===== src/rtl/instr_deserializer_pkg.sv =====
// Shared definitions for the instruction deserializer and the request queue:
// default geometry, FSM state codes, opcode steering and a clog2 helper.
package instr_deserializer_pkg;

    localparam int unsigned ADDRW_DEF   = 24;
    localparam int unsigned OPCODEW_DEF = 2;
    localparam int unsigned NB          = ADDRW_DEF / 8;
    localparam int unsigned INSTRW      = 3 * ADDRW_DEF + OPCODEW_DEF;

    localparam logic [1:0] ST_HDR  = 2'd0;
    localparam logic [1:0] ST_BODY = 2'd1;
    localparam logic [1:0] ST_HOLD = 2'd2;

    // opcode[0] selects the destination engine
    localparam logic STEER_AES = 1'b0;
    localparam logic STEER_SHA = 1'b1;

    function automatic int unsigned clog2(input int unsigned v);
        int unsigned r;
        r = 0;
        while ((32'd1 << r) < v) r++;
        if (r == 0) r = 1;
        return r;
    endfunction

endpackage


===== src/rtl/instr_deserializer_byte_shift_reg.sv =====
// Byte-wide shift register, MSB first, with synchronous clear and shift enable.
module byte_shift_reg #(
    parameter int unsigned W = 72
) (
    input  logic         clk,
    input  logic         rst,
    input  logic         clr_i,
    input  logic         en_i,
    input  logic [7:0]   din_i,
    output logic [W-1:0] q_o
);

    logic [W-1:0] data_q;

    // Clear has priority over shifting a new byte into the low end
    always_ff @(posedge clk) begin
        if (rst || clr_i) begin
            data_q <= '0;
        end else if (en_i) begin
            data_q <= {data_q[W-9:0], din_i};
        end
    end

    assign q_o = data_q;

endmodule


===== src/rtl/instr_deserializer.sv =====
// Assembles byte-serial instruction frames into a parallel word and hands it
// to the AES/SHA request queue over a valid/ready handshake.
module instr_deserializer
    import instr_deserializer_pkg::*;
#(
    parameter int unsigned ADDRW   = ADDRW_DEF,
    parameter int unsigned OPCODEW = OPCODEW_DEF
) (
    input  logic                       clk,
    input  logic                       rst,
    input  logic [7:0]                 in_data,
    input  logic                       in_valid,
    input  logic                       in_sof,
    output logic                       in_ready,
    input  logic                       ready_aes,
    input  logic                       ready_sha,
    output logic [3*ADDRW+OPCODEW-1:0] instr,
    output logic                       valid_out,
    output logic                       err
);

    localparam int unsigned NBL     = ADDRW / 8;
    localparam int unsigned BODYLEN = 3 * NBL;
    localparam int unsigned CNTW    = clog2(BODYLEN);
    localparam int unsigned SRW     = 3 * ADDRW;
    localparam int unsigned IW      = SRW + OPCODEW;
    localparam logic [CNTW-1:0] CNT_LAST = CNTW'(BODYLEN - 1);

    logic [1:0]         state_q, state_d;
    logic [OPCODEW-1:0] opcode_q, opcode_d;
    logic [CNTW-1:0]    cnt_q, cnt_d;
    logic [IW-1:0]      instr_q, instr_d;
    logic               valid_q, valid_d;
    logic               err_q, err_d;

    logic               sr_clr, sr_en;
    logic [SRW-1:0]     sr_q;
    logic               accept, hdr_ok, sel_ready;

    byte_shift_reg #(
        .W(SRW)
    ) u_addr_sr (
        .clk   (clk),
        .rst   (rst),
        .clr_i (sr_clr),
        .en_i  (sr_en),
        .din_i (in_data),
        .q_o   (sr_q)
    );

    assign in_ready  = (state_q != ST_HOLD) && !rst;
    assign accept    = in_valid && in_ready;
    assign hdr_ok    = in_sof && ((in_data >> OPCODEW) == 8'd0);
    assign sel_ready = (opcode_q[0] == STEER_SHA) ? ready_sha : ready_aes;

    // Next-state logic for framing, body collection and the queue handshake
    always_comb begin
        state_d  = state_q;
        opcode_d = opcode_q;
        cnt_d    = cnt_q;
        instr_d  = instr_q;
        valid_d  = valid_q;
        err_d    = 1'b0;
        sr_clr   = 1'b0;
        sr_en    = 1'b0;
        case (state_q)
            ST_HDR: begin
                if (accept) begin
                    if (hdr_ok) begin
                        opcode_d = in_data[OPCODEW-1:0];
                        cnt_d    = '0;
                        sr_clr   = 1'b1;
                        state_d  = ST_BODY;
                    end else begin
                        err_d = 1'b1;
                    end
                end
            end
            ST_BODY: begin
                if (accept) begin
                    if (in_sof) begin
                        // Abandon the partial frame; the byte is re-judged as a header
                        err_d = 1'b1;
                        cnt_d = '0;
                        if (hdr_ok) begin
                            opcode_d = in_data[OPCODEW-1:0];
                            sr_clr   = 1'b1;
                        end else begin
                            state_d = ST_HDR;
                        end
                    end else begin
                        sr_en = 1'b1;
                        if (cnt_q == CNT_LAST) begin
                            // Final byte bypasses the shift register straight into the word
                            instr_d = {opcode_q, sr_q[SRW-9:0], in_data};
                            valid_d = 1'b1;
                            cnt_d   = '0;
                            state_d = ST_HOLD;
                        end else begin
                            cnt_d = cnt_q + CNTW'(1);
                        end
                    end
                end
            end
            ST_HOLD: begin
                if (sel_ready) begin
                    valid_d = 1'b0;
                    state_d = ST_HDR;
                end
            end
            default: begin
                state_d = ST_HDR;
                valid_d = 1'b0;
            end
        endcase
    end

    // State and output registers with synchronous reset
    always_ff @(posedge clk) begin
        if (rst) begin
            state_q  <= ST_HDR;
            opcode_q <= '0;
            cnt_q    <= '0;
            instr_q  <= '0;
            valid_q  <= 1'b0;
            err_q    <= 1'b0;
        end else begin
            state_q  <= state_d;
            opcode_q <= opcode_d;
            cnt_q    <= cnt_d;
            instr_q  <= instr_d;
            valid_q  <= valid_d;
            err_q    <= err_d;
        end
    end

    assign instr     = instr_q;
    assign valid_out = valid_q;
    assign err       = err_q;

endmodule


===== config.mk =====
export PLATFORM = sky130hd
export DESIGN_NAME = instr_deserializer
export DESIGN_NICKNAME = d
export VERILOG_FILES = /design/src/rtl/instr_deserializer_pkg.sv /design/src/rtl/instr_deserializer_byte_shift_reg.sv /design/src/rtl/instr_deserializer.sv
export SDC_FILE = /design/constraint.sdc
export NUM_CORES = 1
export LEC_CHECK = 0
export BUFFER_PORTS_ARGS = -buffer_cell sky130_fd_sc_hd__buf_2
export CAP_MARGIN = 20
export CORE_MARGIN = 4
export CORE_UTILIZATION = 54
export CTS_CLUSTER_DIAMETER = 200
export DETAILED_ROUTE_END_ITERATION = 16
export GPL_ROUTABILITY_DRIVEN = 0
export PLACE_DENSITY = 0.77
export SLEW_MARGIN = 15
export SYNTH_ARGS = -nofsm -noshare
export SYNTH_HDL_FRONTEND = slang
export SYNTH_HIERARCHICAL = 1
export SYNTH_SLANG_ARGS = --single-unit

===== constraint.sdc =====
create_clock -name clk -period 2.35 [get_ports clk]
set_input_delay 0.1175 -clock clk [delete_from_list [all_inputs] [get_ports clk]]
set_output_delay 0.1175 -clock clk [all_outputs]
set_load 0.1 [all_outputs]

==> flow_summary.html, run 1 <==
<table>
<tr><th>Metric</th><th>Value</th></tr>
<tr><th colspan="2">Status</th></tr>
<tr><td>Result of the run</td><td>finished, final reports clean</td></tr>
<tr><th colspan="2">GRT</th></tr>
<tr><td>Total congestion overflow</td><td>0</td></tr>
<tr><td>Largest net degree at the start of global routing</td><td>76</td></tr>
<tr><td>Initial antenna violation count</td><td>0</td></tr>
<tr><td>Total routing usage reported by global routing</td><td>21.0%</td></tr>
<tr><td>Vias in the first global route</td><td>4148</td></tr>
<tr><td>Wire length of the first global-routing pass</td><td>19700 um</td></tr>
<tr><th colspan="2">Synthesis</th></tr>
<tr><td>Post-synthesis net count</td><td>613</td></tr>
<tr><td>Yosys synthesis warning count</td><td>6</td></tr>
<tr><td>Avg Inst Size Synth</td><td>9.19 um^2</td></tr>
<tr><td>Netlist area before placement</td><td>0.00548 mm^2</td></tr>
<tr><td>Number of cells produced by synthesis</td><td>597</td></tr>
<tr><th colspan="2">Final layout</th></tr>
<tr><td>Net count, final</td><td>703</td></tr>
<tr><td>Antenna fix cells</td><td>0</td></tr>
<tr><td>Fillers</td><td>836</td></tr>
<tr><td>Growth of design area from synthesis to finish</td><td>18.4%</td></tr>
<tr><td>Final core utilization</td><td>66.1%</td></tr>
<tr><td>Share of post-route cells with drive strength above 1</td><td>18.6%</td></tr>
<tr><th colspan="2">Setup path</th></tr>
<tr><td>CP endpoint kind</td><td>register</td></tr>
<tr><td>Critical Path AT</td><td>2.45 ns</td></tr>
<tr><td>Required arrival time at the worst endpoint</td><td>2.78 ns</td></tr>
<tr><td>Classification of the worst setup path</td><td>register to register</td></tr>
<tr><td>Slowest-stage cell, CP</td><td>or3_4</td></tr>
<tr><td>Largest incremental delay on the critical path</td><td>0.67 ns</td></tr>
<tr><td>Category of the worst setup path launch point</td><td>register</td></tr>
<tr><td>Ordered list of cells on the worst path</td><td>inv_1, ha_1, nand3b_1, or3_4, nand2_1, a21oi_1</td></tr>
<tr><td>CP max FO</td><td>75</td></tr>
<tr><th colspan="2">Timing</th></tr>
<tr><td>Sum of negative setup slack</td><td>0 ns</td></tr>
<tr><td>Number of pins with negative max-slew slack in the final report</td><td>0</td></tr>
<tr><td>Worst-case hold slack</td><td>0.0779 ns</td></tr>
<tr><td>Period utilisation layout</td><td>86.1%</td></tr>
<tr><td>Slew HR</td><td>48.0%</td></tr>
<tr><td>Setup violators final</td><td>0</td></tr>
<tr><td>Slew @ Worst Pin</td><td>0.780 ns</td></tr>
<tr><td>Time the final worst path needs with I/O delays and setup</td><td>2.02 ns</td></tr>
<tr><td>FMAX</td><td>0.494 GHz</td></tr>
<tr><td>Worst clock skew</td><td>0.0104 ns</td></tr>
<tr><td>Setup repair after global routing missed its margin</td><td>no</td></tr>
<tr><td>Slack of the critical path</td><td>0.328 ns</td></tr>
<tr><td>Final Hold Viols</td><td>0</td></tr>
<tr><th colspan="2">Routing</th></tr>
<tr><td>Routed Antenna Nets</td><td>0</td></tr>
<tr><td>Met3 routed wirelength</td><td>573 um</td></tr>
<tr><td>Vias</td><td>4236</td></tr>
<tr><td>Met2 Wirelength</td><td>5930 um</td></tr>
<tr><td># DRC</td><td>0</td></tr>
<tr><td>Initial DRC Count</td><td>204</td></tr>
<tr><td>1st-pass router iterations</td><td>5</td></tr>
<tr><td>DRT met1 WL</td><td>5190 um</td></tr>
<tr><td>Routed via count divided by cell count</td><td>5.10</td></tr>
<tr><td>Wire length per cell after detailed routing</td><td>14.3 um</td></tr>
<tr><td>Uppermost layer routed</td><td>met4</td></tr>
<tr><td>WL final</td><td>11900 um</td></tr>
<tr><th colspan="2">Clock network</th></tr>
<tr><td>Clock network latency to the later pin of the worst-skew pair</td><td>0.51 ns</td></tr>
<tr><td>Buffer count from post-CTS setup fixing</td><td>0</td></tr>
<tr><td># clock sinks</td><td>148</td></tr>
<tr><td>CTS Buffer Depth</td><td>2</td></tr>
<tr><td>Buffer cell driving the clock tree root</td><td>clkbuf_8</td></tr>
<tr><td>H-tree levels</td><td>4</td></tr>
<tr><td>TritonCTS Buffers</td><td>17</td></tr>
<tr><td>CTS hold repair buffers</td><td>12</td></tr>
<tr><td>Clock-pin slew on the worst setup and hold paths</td><td>0.06 ns</td></tr>
<tr><td>Number of gates given a new drive strength after cts</td><td>0</td></tr>
<tr><td>Clock tree from TritonCTS</td><td>built</td></tr>
<tr><th colspan="2">Floorplanning</th></tr>
<tr><td>Die H</td><td>109 um</td></tr>
<tr><td>Row Count</td><td>36</td></tr>
<tr><td>Core area</td><td>0.00982 mm^2</td></tr>
<tr><td>Area of the die</td><td>0.0118 mm^2</td></tr>
<tr><td>Initial core utilization</td><td>55.8%</td></tr>
<tr><td>I/O pin count</td><td>91</td></tr>
<tr><td>Horizontal extent of the die</td><td>109 um</td></tr>
<tr><th colspan="2">Power and ir drop</th></tr>
<tr><td>Max IR drop VDD</td><td>540 uV</td></tr>
<tr><td>Reported leakage power</td><td>2.47 nW</td></tr>
<tr><td>Pwr/cell area</td><td>767 mW/mm^2</td></tr>
<tr><th colspan="2">Hold path</th></tr>
<tr><td>Worst min-delay path category</td><td>primary input to register</td></tr>
<tr><th colspan="2">Place</th></tr>
<tr><td>Pre-CTS worst setup slack</td><td>0.423 ns</td></tr>
<tr><td>Total half-perimeter wirelength after legalization and detailed placement</td><td>7950 um</td></tr>
<tr><td>Count of buffers from port buffering</td><td>90</td></tr>
<tr><th colspan="2">Run</th></tr>
<tr><td>Number of max-cap violations</td><td>0</td></tr>
</table>
power breakdown:
part           total [mW]  switching (mW)  internal [mW]
logic               0.113          0.0741         0.0384
clock network        2.35           0.916           1.44
registers            2.51        0.000458           2.51
total                4.98           0.990           3.99
worst paths after layout:
path | startpoint | to | slack (ns) | depth (start not counted)
worst max-delay path | cnt_q[0] | instr[12] | 0.33 | 6
worst min-delay path | ready_aes | state_q[1] | 0.08 | 5
worst max register to register | cnt_q[0] | instr[12] | 0.33 | 6
worst min register to register | instr[40] | instr[40] | 0.45 | 2
metal layers:
metal  GRT usage, %  vias to the layer above
met5              0                        -
met4           7.94                        0
met3           6.39                       16
met2           35.0                       89
met1           25.7                     1996
li1               -                     2135
cells in the final DEF, fill, tap and decap left out, drive strengths merged, types with 3 or more instances in the layout:
cell / n
a21oi: 77
inv: 5
or3: 4
buf: 100
mux2i: 66
dlygate4sd3: 12
nand3b: 3
nor2: 72
nand2: 155
clkbuf: 24
dfxtp: 148
a31oi: 3
nor3: 3
clkinv: 5
cell type report:
type / count / area (um^2) / share of cell area, %
Sequential cell: 148 / 2960 / 45.6
Clock buffer: 24 / 460 / 7.09
Inverter: 5 / 18.8 / 0.289
Multi-Input combinational cell: 403 / 2140 / 33.0
Tap cell: 133 / 166 / 2.56
Clock inverter: 6 / 55.1 / 0.848
Timing Repair Buffer: 112 / 683 / 10.5
registers in the layout, indices dropped and copies added (netlist names):
| name | count |
|---|---|
| cnt_q | 4 |
| err | 1 |
| instr | 74 |
| opcode_q | 2 |
| state_q | 2 |
| u_addr_sr/q_o | 64 |
| valid_out | 1 |
per-stage QoR:
step | power (mW) | area, um^2 | cells
detailed placement | 2.66 | 5860 | 789
global route | 5.16 | 6490 | 831
floorplan | 2.64 | 5480 | 597
finish | 4.98 | 6490 | 831
global placement | 2.66 | 5860 | 789
CTS | 5.01 | 6490 | 831
worst max-delay path, delay by kind of cell, from the launching register on:
| kind | cells | cell delay, ns |
|---|---|---|
| flip-flops | 1 | 0.38 |
| adder cells (fa/ha/maj) | 1 | 0.21 |
| AO/OA/AOI/OAI | 1 | 0.21 |
| AND/OR/NAND/NOR | 3 | 1.05 |
| buffers and inverters | 1 | 0.08 |
Note: power is estimated with default switching activity, not from simulation.
==> inputs of run 2 (changes only) <==
Settings changed: REMOVE_ABC_BUFFERS set to 1.
==> run 2 against run 1 <==
Cell count decreased by 0.12%. Worst setup slack got worse by 0.049 ns. Fmax is 2.4% lower. Count of clock-buffer cells in the layout fell by 7. Combinational power about the same. Cell area grew 1.2%. Sequential power barely moved. Sequential share of layout area decreased by 0.52 points. Critical path type unchanged. Critical endpoint unchanged.
==> flow_summary.html, run 2 (synthesis gave the netlist of run 1 again) <==
<table>
<tr><th>Metric</th><th>Value</th></tr>
<tr><th colspan="2">Clock network</th></tr>
<tr><td>Clock-pin slew on the worst setup and hold paths</td><td>0.06 ns</td></tr>
<tr><td>H-tree levels</td><td>4</td></tr>
<tr><td>TritonCTS Buffers</td><td>17</td></tr>
<tr><td># clock sinks</td><td>148</td></tr>
<tr><td>Buffer count from post-CTS setup fixing</td><td>0</td></tr>
<tr><td>Clock network latency to the later pin of the worst-skew pair</td><td>0.52 ns</td></tr>
<tr><td>Buffer cell driving the clock tree root</td><td>clkbuf_8</td></tr>
<tr><td>CTS Buffer Depth</td><td>2</td></tr>
<tr><td>Clock tree from TritonCTS</td><td>built</td></tr>
<tr><th colspan="2">Routing</th></tr>
<tr><td>WL final</td><td>11200 um</td></tr>
<tr><td>Wire length per cell after detailed routing</td><td>13.5 um</td></tr>
<tr><td>1st-pass router iterations</td><td>4</td></tr>
<tr><td>Routed via count divided by cell count</td><td>5.16</td></tr>
<tr><td># DRC</td><td>0</td></tr>
<tr><td>Initial DRC Count</td><td>186</td></tr>
<tr><td>Routed Antenna Nets</td><td>0</td></tr>
<tr><td>Vias</td><td>4280</td></tr>
<tr><th colspan="2">Timing</th></tr>
<tr><td>Worst-case hold slack</td><td>0.0462 ns</td></tr>
<tr><td>Period utilisation layout</td><td>88.1%</td></tr>
<tr><td>Worst clock skew</td><td>0.0102 ns</td></tr>
<tr><td>Slew HR</td><td>46.9%</td></tr>
<tr><td>Slack of the critical path</td><td>0.279 ns</td></tr>
<tr><td>Slew @ Worst Pin</td><td>0.796 ns</td></tr>
<tr><td>FMAX</td><td>0.483 GHz</td></tr>
<tr><td>Number of pins with negative max-slew slack in the final report</td><td>0</td></tr>
<tr><td>Final Hold Viols</td><td>0</td></tr>
<tr><td>Setup repair after global routing missed its margin</td><td>no</td></tr>
<tr><td>Time the final worst path needs with I/O delays and setup</td><td>2.07 ns</td></tr>
<tr><td>Setup violators final</td><td>0</td></tr>
<tr><th colspan="2">GRT</th></tr>
<tr><td>Initial antenna violation count</td><td>0</td></tr>
<tr><td>Vias in the first global route</td><td>4202</td></tr>
<tr><td>Largest net degree at the start of global routing</td><td>76</td></tr>
<tr><td>Wire length of the first global-routing pass</td><td>18900 um</td></tr>
<tr><td>Total congestion overflow</td><td>0</td></tr>
<tr><td>Total routing usage reported by global routing</td><td>19.9%</td></tr>
<tr><th colspan="2">Status</th></tr>
<tr><td>Result of the run</td><td>finished, final reports clean</td></tr>
<tr><th colspan="2">Power and ir drop</th></tr>
<tr><td>Pwr/cell area</td><td>811 mW/mm^2</td></tr>
<tr><td>Reported leakage power</td><td>2.49 nW</td></tr>
<tr><td>Max IR drop VDD</td><td>533 uV</td></tr>
<tr><th colspan="2">Setup path</th></tr>
<tr><td>Category of the worst setup path launch point</td><td>register</td></tr>
<tr><td>Startpoint of the worst-slack reg-to-reg timing path</td><td>cnt_q[0]</td></tr>
<tr><td>Required arrival time at the worst endpoint</td><td>2.78 ns</td></tr>
<tr><td>CP endpoint kind</td><td>register</td></tr>
<tr><td>Worst Setup SP</td><td>cnt_q[0]</td></tr>
<tr><td>R2R Setup Slk</td><td>0.28 ns</td></tr>
<tr><td>CP max FO</td><td>75</td></tr>
<tr><td>Classification of the worst setup path</td><td>register to register</td></tr>
<tr><td>Critical Path AT</td><td>2.50 ns</td></tr>
<tr><td>Worst R2R End</td><td>instr[12]</td></tr>
<tr><td>Number of cell instances on the worst register-to-register path</td><td>6</td></tr>
<tr><th colspan="2">Hold path</th></tr>
<tr><td>Worst hold path startpoint</td><td>ready_aes</td></tr>
<tr><td>Hold Path Sink</td><td>state_q[1]</td></tr>
<tr><td>Worst min-delay path category</td><td>primary input to register</td></tr>
<tr><td>Number of stages on the worst hold path</td><td>5</td></tr>
<tr><th colspan="2">Floorplanning</th></tr>
<tr><td>Row Count</td><td>36</td></tr>
<tr><td>Core area</td><td>0.00982 mm^2</td></tr>
<tr><td>I/O pin count</td><td>91</td></tr>
<tr><td>Horizontal extent of the die</td><td>109 um</td></tr>
<tr><td>Die H</td><td>109 um</td></tr>
<tr><td>Initial core utilization</td><td>55.8%</td></tr>
<tr><td>Area of the die</td><td>0.0118 mm^2</td></tr>
<tr><th colspan="2">Final layout</th></tr>
<tr><td>Final core utilization</td><td>66.9%</td></tr>
<tr><td>Top library cells by usage in the layout, fill and taps aside</td><td>nand2_1, dfxtp_1, buf_2</td></tr>
<tr><td>Fillers</td><td>824</td></tr>
<tr><td>Share of post-route cells with drive strength above 1</td><td>19.2%</td></tr>
<tr><td>Net count, final</td><td>700</td></tr>
<tr><td>Number of flip-flops in the largest register</td><td>74</td></tr>
<tr><td>Growth of design area from synthesis to finish</td><td>19.7%</td></tr>
<tr><td>Antenna fix cells</td><td>0</td></tr>
<tr><td>Most frequent standard cell in the layout excluding fill and tap cells</td><td>nand2_1</td></tr>
<tr><th colspan="2">Place</th></tr>
<tr><td>Pre-CTS worst setup slack</td><td>0.373 ns</td></tr>
<tr><td>Count of buffers from port buffering</td><td>90</td></tr>
<tr><td>Total half-perimeter wirelength after legalization and detailed placement</td><td>6990 um</td></tr>
<tr><th colspan="2">Run</th></tr>
<tr><td>Number of max-cap violations</td><td>0</td></tr>
</table>
[run 2: cell types whose count changed in the layout (fill, tap and decap cells not counted)]
cell and delta:
clkbuf_1 -5, buf_4 -4, inv_8 +3, buf_12 +1
clkinv_4 +2, bufinv_16 +1, clkbuf_8 -2, inv_6 +5
clkinvlp_4 +2, clkinv_8 +1, clkinv_2 -5
[run 2: worst max-delay path by stage]
stage	to
final	instr[12]
after global placement	instr[55]
after global routing	instr[12]
after CTS	instr[12]
after detailed placement	instr[4]
after floorplan	cnt_q[2]
[run 2: stage by stage]
step	std cells	power [mW]	setup TNS, ns	instance area (um^2)
2_1_floorplan	556	2.60	-373.36	5110
3_3_place_gp	786	2.66	0	5850
6_report	830	5.33	0	6570
5_1_grt	830	5.49	0	6570
3_5_place_dp	786	2.66	0	5850
4_1_cts	830	5.37	0	6570
[run 2: what timing repair did]
item                                   CTS  global route
gates resized for setup                  0             0
hold buffers                            12             0
endpoints found under the hold margin   21             0
setup endpoints to repair                0             0
[run 2: final cells by class]
| cell class | count | area [um^2] | area share, % |
|---|---|---|---|
| tap | 133 | 166 | 2.53 |
| clock inverter | 15 | 186 | 2.84 |
| timing repair buffer | 109 | 673 | 10.3 |
| sequential | 148 | 2960 | 45.1 |
| clock buffer | 17 | 414 | 6.31 |
| inverter | 5 | 18.8 | 0.286 |
| multi-input combinational | 403 | 2140 | 32.7 |
[run 2: critical path, stage by stage, from the launching register on]
cell      delay (ns)
dfxtp_1         0.37
inv_1           0.08
ha_1            0.22
nand3b_1        0.22
or3_4           0.69
nand2_1         0.17
a21oi_1         0.20
[run 2: layer usage]
layer | routed length, um | track usage (%) | vias up
li1 | - | - | 2137
met1 | 5060 | 24.0 | 2009
met2 | 5420 | 33.8 | 114
met3 | 573 | 5.27 | 20
met4 | 186 | 8.30 | 0
met5 | 0 | 0 | -
[run 2: power by group]
part	switching [mW]	total [mW]	internal [mW]
clock	1.15	2.71	1.56
combinational	0.0749	0.110	0.0347
sequential	0.000494	2.51	2.51
